$ cat config.mk
export PLATFORM = sky130hd
export DESIGN_NAME = tisc_address_decoder
export DESIGN_NICKNAME = d
export VERILOG_FILES = /design/src/rtl/tisc_address_map_pkg.sv /design/src/rtl/tisc_address_match.sv /design/src/rtl/tisc_address_decoder.sv
export SDC_FILE = /design/constraint.sdc
export NUM_CORES = 1
export LEC_CHECK = 0
export ABC_CLOCK_PERIOD_IN_PS = 2700
export BUFFER_PORTS_ARGS = -buffer_cell sky130_fd_sc_hd__buf_4
export CAP_MARGIN = 25
export CORE_AREA = 5 5 127 129
export DETAILED_ROUTE_END_ITERATION = 6
export DIE_AREA = 0 0 132 134
export HOLD_SLACK_MARGIN = 0.15
export PLACE_DENSITY = 0.73
export SYNTH_ARGS = -nofsm -noshare
export SYNTH_HDL_FRONTEND = slang
export SYNTH_SLANG_ARGS = --single-unit
$ cat constraint.sdc
create_clock -name clk_i -period 2.7 [get_ports clk_i]
set_input_delay 0.54 -clock clk_i [delete_from_list [all_inputs] [get_ports clk_i]]
set_output_delay 0.54 -clock clk_i [all_outputs]
set_load 0.01 [all_outputs]
$ cat src/rtl/tisc_address_map_pkg.sv
// Shared definitions for the TISC address decoder: FSM states, default widths
// and the slave-index width helper.
package tisc_address_map_pkg;

    localparam int WIDTH           = 32;
    localparam int ERR_COUNT_WIDTH = 16;

    typedef enum logic [1:0] {
        IDLE   = 2'd0,
        ACCESS = 2'd1,
        RESP   = 2'd2,
        HOLD   = 2'd3
    } state_t;

    // A single-slave build still needs a one-bit index.
    function automatic int idx_width(input int num);
        return (num > 1) ? $clog2(num) : 1;
    endfunction

endpackage

$ cat src/rtl/tisc_address_match.sv
// Combinational region matcher: reports whether any region hits and the
// index of the lowest-numbered hitting region.
module tisc_address_match
    import tisc_address_map_pkg::*;
#(
    parameter int NUM_SLAVES = 4,
    parameter int ADDR_WIDTH = WIDTH,
    parameter logic [NUM_SLAVES*ADDR_WIDTH-1:0] BASES = '0,
    parameter logic [NUM_SLAVES*ADDR_WIDTH-1:0] MASKS = '0,
    parameter int IDX_WIDTH  = idx_width(NUM_SLAVES)
) (
    input  logic [ADDR_WIDTH-1:0] adr,
    output logic                  hit,
    output logic [IDX_WIDTH-1:0]  idx
);

    // Scanning from the top down lets the lowest matching index overwrite the rest.
    always_comb begin
        hit = 1'b0;
        idx = '0;
        for (int i = NUM_SLAVES - 1; i >= 0; i--) begin
            if ((adr & MASKS[i*ADDR_WIDTH +: ADDR_WIDTH]) ==
                (BASES[i*ADDR_WIDTH +: ADDR_WIDTH] & MASKS[i*ADDR_WIDTH +: ADDR_WIDTH])) begin
                hit = 1'b1;
                idx = IDX_WIDTH'(i);
            end
        end
    end

endmodule

$ cat src/rtl/tisc_address_decoder.sv
// Single-master to NUM_SLAVES address decoder with registered slave-side
// request, response timeout, abort handling and a saturating error counter.
module tisc_address_decoder
    import tisc_address_map_pkg::*;
#(
    parameter int NUM_SLAVES = 4,
    parameter int ADDR_WIDTH = WIDTH,
    parameter int DATA_WIDTH = WIDTH,
    parameter logic [NUM_SLAVES*ADDR_WIDTH-1:0] BASES = '0,
    parameter logic [NUM_SLAVES*ADDR_WIDTH-1:0] MASKS = '0,
    parameter int TIMEOUT    = 255
) (
    input  logic                             clk_i,
    input  logic                             rst_i,
    input  logic                             m_cyc_i,
    input  logic                             m_stb_i,
    input  logic                             m_we_i,
    input  logic [ADDR_WIDTH-1:0]            m_adr_i,
    input  logic [DATA_WIDTH-1:0]            m_dat_i,
    input  logic [DATA_WIDTH/8-1:0]          m_sel_i,
    output logic [DATA_WIDTH-1:0]            m_dat_o,
    output logic                             m_ack_o,
    output logic                             m_err_o,
    output logic [NUM_SLAVES-1:0]            s_cyc_o,
    output logic [NUM_SLAVES-1:0]            s_stb_o,
    output logic                             s_we_o,
    output logic [ADDR_WIDTH-1:0]            s_adr_o,
    output logic [DATA_WIDTH-1:0]            s_dat_o,
    output logic [DATA_WIDTH/8-1:0]          s_sel_o,
    input  logic [NUM_SLAVES*DATA_WIDTH-1:0] s_dat_i,
    input  logic [NUM_SLAVES-1:0]            s_ack_i,
    input  logic [NUM_SLAVES-1:0]            s_err_i,
    output logic [ERR_COUNT_WIDTH-1:0]       err_count_o
);

    localparam int IDX_WIDTH  = idx_width(NUM_SLAVES);
    localparam int TCNT_WIDTH = (TIMEOUT > 1) ? $clog2(TIMEOUT) : 1;
    localparam logic [TCNT_WIDTH-1:0] TCNT_LAST = TCNT_WIDTH'((TIMEOUT > 0) ? TIMEOUT - 1 : 0);

    state_t                      state;
    logic [NUM_SLAVES-1:0]       strobe;
    logic [IDX_WIDTH-1:0]        sel_idx;
    logic [TCNT_WIDTH-1:0]       tcnt;
    logic                        hit;
    logic [IDX_WIDTH-1:0]        hit_idx;
    logic                        sel_ack;
    logic                        sel_err;
    logic [DATA_WIDTH-1:0]       sel_dat;
    logic [ERR_COUNT_WIDTH-1:0]  err_count;

    tisc_address_match #(
        .NUM_SLAVES (NUM_SLAVES),
        .ADDR_WIDTH (ADDR_WIDTH),
        .BASES      (BASES),
        .MASKS      (MASKS),
        .IDX_WIDTH  (IDX_WIDTH)
    ) u_match (
        .adr (m_adr_i),
        .hit (hit),
        .idx (hit_idx)
    );

    // Only the latched slave's response lines are visible to the FSM.
    always_comb begin
        sel_ack = 1'b0;
        sel_err = 1'b0;
        sel_dat = '0;
        for (int i = 0; i < NUM_SLAVES; i++) begin
            if (IDX_WIDTH'(i) == sel_idx) begin
                sel_ack = s_ack_i[i];
                sel_err = s_err_i[i];
                sel_dat = s_dat_i[i*DATA_WIDTH +: DATA_WIDTH];
            end
        end
    end

    always_ff @(posedge clk_i) begin
        if (rst_i) begin
            state   <= IDLE;
            strobe  <= '0;
            sel_idx <= '0;
            tcnt    <= '0;
            s_we_o  <= 1'b0;
            s_adr_o <= '0;
            s_dat_o <= '0;
            s_sel_o <= '0;
            m_ack_o <= 1'b0;
            m_err_o <= 1'b0;
            m_dat_o <= '0;
        end else begin
            m_ack_o <= 1'b0;
            m_err_o <= 1'b0;
            case (state)
                IDLE: begin
                    if (m_cyc_i && m_stb_i) begin
                        s_we_o  <= m_we_i;
                        s_adr_o <= m_adr_i;
                        s_dat_o <= m_dat_i;
                        s_sel_o <= m_sel_i;
                        sel_idx <= hit_idx;
                        tcnt    <= '0;
                        if (hit) begin
                            strobe <= NUM_SLAVES'(1) << hit_idx;
                            state  <= ACCESS;
                        end else begin
                            m_err_o <= 1'b1;
                            m_dat_o <= '0;
                            state   <= RESP;
                        end
                    end
                end
                ACCESS: begin
                    // An abort wins over any response arriving in the same cycle.
                    if (!m_cyc_i) begin
                        strobe <= '0;
                        state  <= IDLE;
                    end else if (sel_err) begin
                        strobe  <= '0;
                        m_err_o <= 1'b1;
                        m_dat_o <= '0;
                        state   <= RESP;
                    end else if (sel_ack) begin
                        strobe  <= '0;
                        m_ack_o <= 1'b1;
                        m_dat_o <= sel_dat;
                        state   <= RESP;
                    end else if (TIMEOUT != 0 && tcnt == TCNT_LAST) begin
                        strobe  <= '0;
                        m_err_o <= 1'b1;
                        m_dat_o <= '0;
                        state   <= RESP;
                    end else begin
                        tcnt <= tcnt + 1'b1;
                    end
                end
                RESP:    state <= HOLD;
                HOLD:    if (!m_stb_i) state <= IDLE;
                default: state <= IDLE;
            endcase
        end
    end

    always_ff @(posedge clk_i) begin
        if (rst_i) begin
            err_count <= '0;
        end else if (m_err_o && err_count != {ERR_COUNT_WIDTH{1'b1}}) begin
            err_count <= err_count + 1'b1;
        end
    end

    assign s_cyc_o     = strobe;
    assign s_stb_o     = strobe;
    assign err_count_o = err_count;

endmodule

==> results_dict.tcl <==
set metrics [dict create \
    final_cell_mix "buf_4 (235), nand2_1 (179), dfxtp_1 (130), a21oi_1 (84), mux2i_1 (36)" \
    antenna_cells 0 \
    clockBufferDepth 2 \
    worst_slew_pin_slew_ps 769 \
    async_flop_share 0 \
    fin_tns_setup_ps 0 \
    vias 4957 \
    place.gp.congestion 0.800 \
    cts.sinks 130 \
    postSynthAreaPerCell_um2 8.52 \
    power_density_nw_per_um2 613 \
    start_kind "register" \
    clkLatencyLatePin_ps 400 \
    slew_headroom 0.486 \
    synth.largest_area_cell "dfxtp_1" \
    cts_root_buffer "clkbuf_16" \
    antenna_found_initial 0 \
    yosysWarnings 0 \
    drv_slew 0 \
    p_leak_uw 0.00342 \
    worst_ep_arrival_time_ps 2120 \
    ys_seq_area_frac 0.493 \
    cp.required_ps 2960 \
    postRouteWirelength_um 14700 \
    grt_use_met3 0.0668 \
    drc_errors 0 \
    io_pins 336 \
    grt_pass1_vias 4633 \
    place_hpwl_um 10500 \
    peakVddDrop_uv 412 \
    first_pass_iters 5 \
    synth_top_cell_area_share 0.493 \
    wire_per_inst_um 14.2 \
    die_y_um 134 \
    gr-total-overflow 0 \
    fmax_ghz 0.539 \
    die-area_um2 17700 \
    drtAntennaViolNets 0 \
    nets 1047 \
    io_buffers 227 \
    gr-usage-met2 0.254 \
    die_x_um 132 \
    cts_resized 0 \
    cap_violations 0 \
    fin_crit_ps 1860 \
    grt.met1_usage 0.195 \
    crit_fanout 33 \
    cts-htree-levels 4 \
    area_delta_synth_final_pct 46.4 \
    finish.utilization 0.518 \
    busiest_layer "met2" \
    total_power_uw 4730 \
    drive_gt1_frac 0.337 \
    rows 45 \
    netlist_area_um2 5280 \
    hold_viol 0 \
    period_share 0.688 \
    ys_ff_latch 130 \
    grt_pass1_wl_um 23100 \
    status "completed" \
    synth_edf_count 0 \
    drtIter0Drc 244 \
    cts_buffers 17 \
    gr-usage-all-layers 0.159 \
    cts_tree "done" \
    vias_per_cell 4.78 \
    end_kind "register" \
    setup-violations-final 0 \
    synth.distinct_cells 47 \
    start_util 0.354 \
    holdCritPathClass "in2reg" \
    post_cts_buffers 0 \
    critical_path_class "reg2reg" \
    final_common_cell "buf_4" \
    coreArea_um2 14900 \
    ctsHoldBuffers 0 \
    syn_inst 619 \
    synthTopCellsByArea "dfxtp_1 (49%), nand2_1 (13%), a21oi_1 (8.0%), mux2i_1 (6.8%), nand2b_1 (3.8%)" \
    synth_ff_type "dfxtp_1" \
    rsz0062_at_grt "false" \
    grt_max_degree 73 \
    finalClockSkew_ps 6.32 \
    path_clk_slew_ps 60 \
]
## sequential cells by signal, summed over array words and instances, names as in the netlist, named ones only
| signal | cells |
|---|---|
| state | 1 |
| err_count_o | 16 |
| s_we_o | 1 |
| m_ack_o | 1 |
| s_dat_o | 32 |
| s_sel_o | 4 |
| s_cyc_o | 1 |
| m_err_o | 1 |
| m_dat_o | 32 |
| s_adr_o | 32 |
| tcnt | 8 |
## per-layer routing
metal  routed length, um  part of all wire
met5                   0                 0
met4                 262             0.018
met3                1030             0.070
met2                7040              0.48
met1                6330              0.43
## through the flow
stage	worst slack (ps)	cell area, um^2	cells	hold slack (ps)
after floorplan	1060	5290	624	451
after global placement	631	7120	1004	443
after detailed placement	562	7120	1004	447
after CTS	839	7720	1036	361
after global routing	671	7720	1036	357
final	843	7720	1036	381
## final timing paths
kind	endpoint	slack (ps)	startpoint	cells past startpoint
setup / recovery	m_dat_o[0]	840	tcnt[0]	6
hold / removal	s_adr_o[20]	380	m_adr_i[20]	3
setup reg to reg	m_dat_o[0]	840	tcnt[0]	6
hold reg to reg	s_adr_o[3]	450	s_adr_o[3]	2
## synth_stat cells (2+ instances only)
master / count
nand2_1: 179
dfxtp_1: 130
a21oi_1: 84
mux2i_1: 36
nand2b_1: 32
clkbuf_1: 23
nor2_1: 14
nand3_1: 12
o21ai_0: 10
buf_2: 9
nand4_1: 8
buf_4: 7
a31oi_1: 5
nor3_1: 5
or3_1: 5
inv_1: 4
nor4_1: 4
o31ai_1: 4
or4_1: 4
buf_1: 3
buf_6: 3
ha_1: 3
nand4_4: 3
or3_2: 3
and4_1: 2
and4_2: 2
nand3b_1: 2
nor2b_1: 2
o211ai_1: 2
xor2_1: 2
## worst max-delay path, cell delays in order (launching register included)
cell and delay [ps]:
dfxtp_1 340, inv_1 80, ha_1 140, nand3_1 190
o21ai_4 350, nand2_4 390, mux2i_1 220
## power breakdown
group	internal, uW	switching [uW]	leakage (uW)	total [uW]
logic	235	214	0.00208	449
registers	1980	32.0	0.00105	2010
clock network	1430	841	0.000284	2270
## layout make-up
class	instances	area, um^2
flip-flops and latches	130	2600
clock inverters	12	131
multi-input cells	445	2470
well taps	188	235
clock buffers	20	467
repair buffers	237	1800
fillers	1425	7200
inverters	4	15.0
## cell families after synthesis
logic type,count (synthesis),share of synthesized area
flip-flops,130,0.493
multiplexers,37,0.0704
buffers and inverters,49,0.0462
adder cells (fa/ha/maj),3,0.00712
XOR/XNOR,3,0.00498
other,1,0.000711
AND/OR/NAND/NOR,286,0.261
AO/OA/AOI/OAI,110,0.116
(Power assumes the default switching activity.)
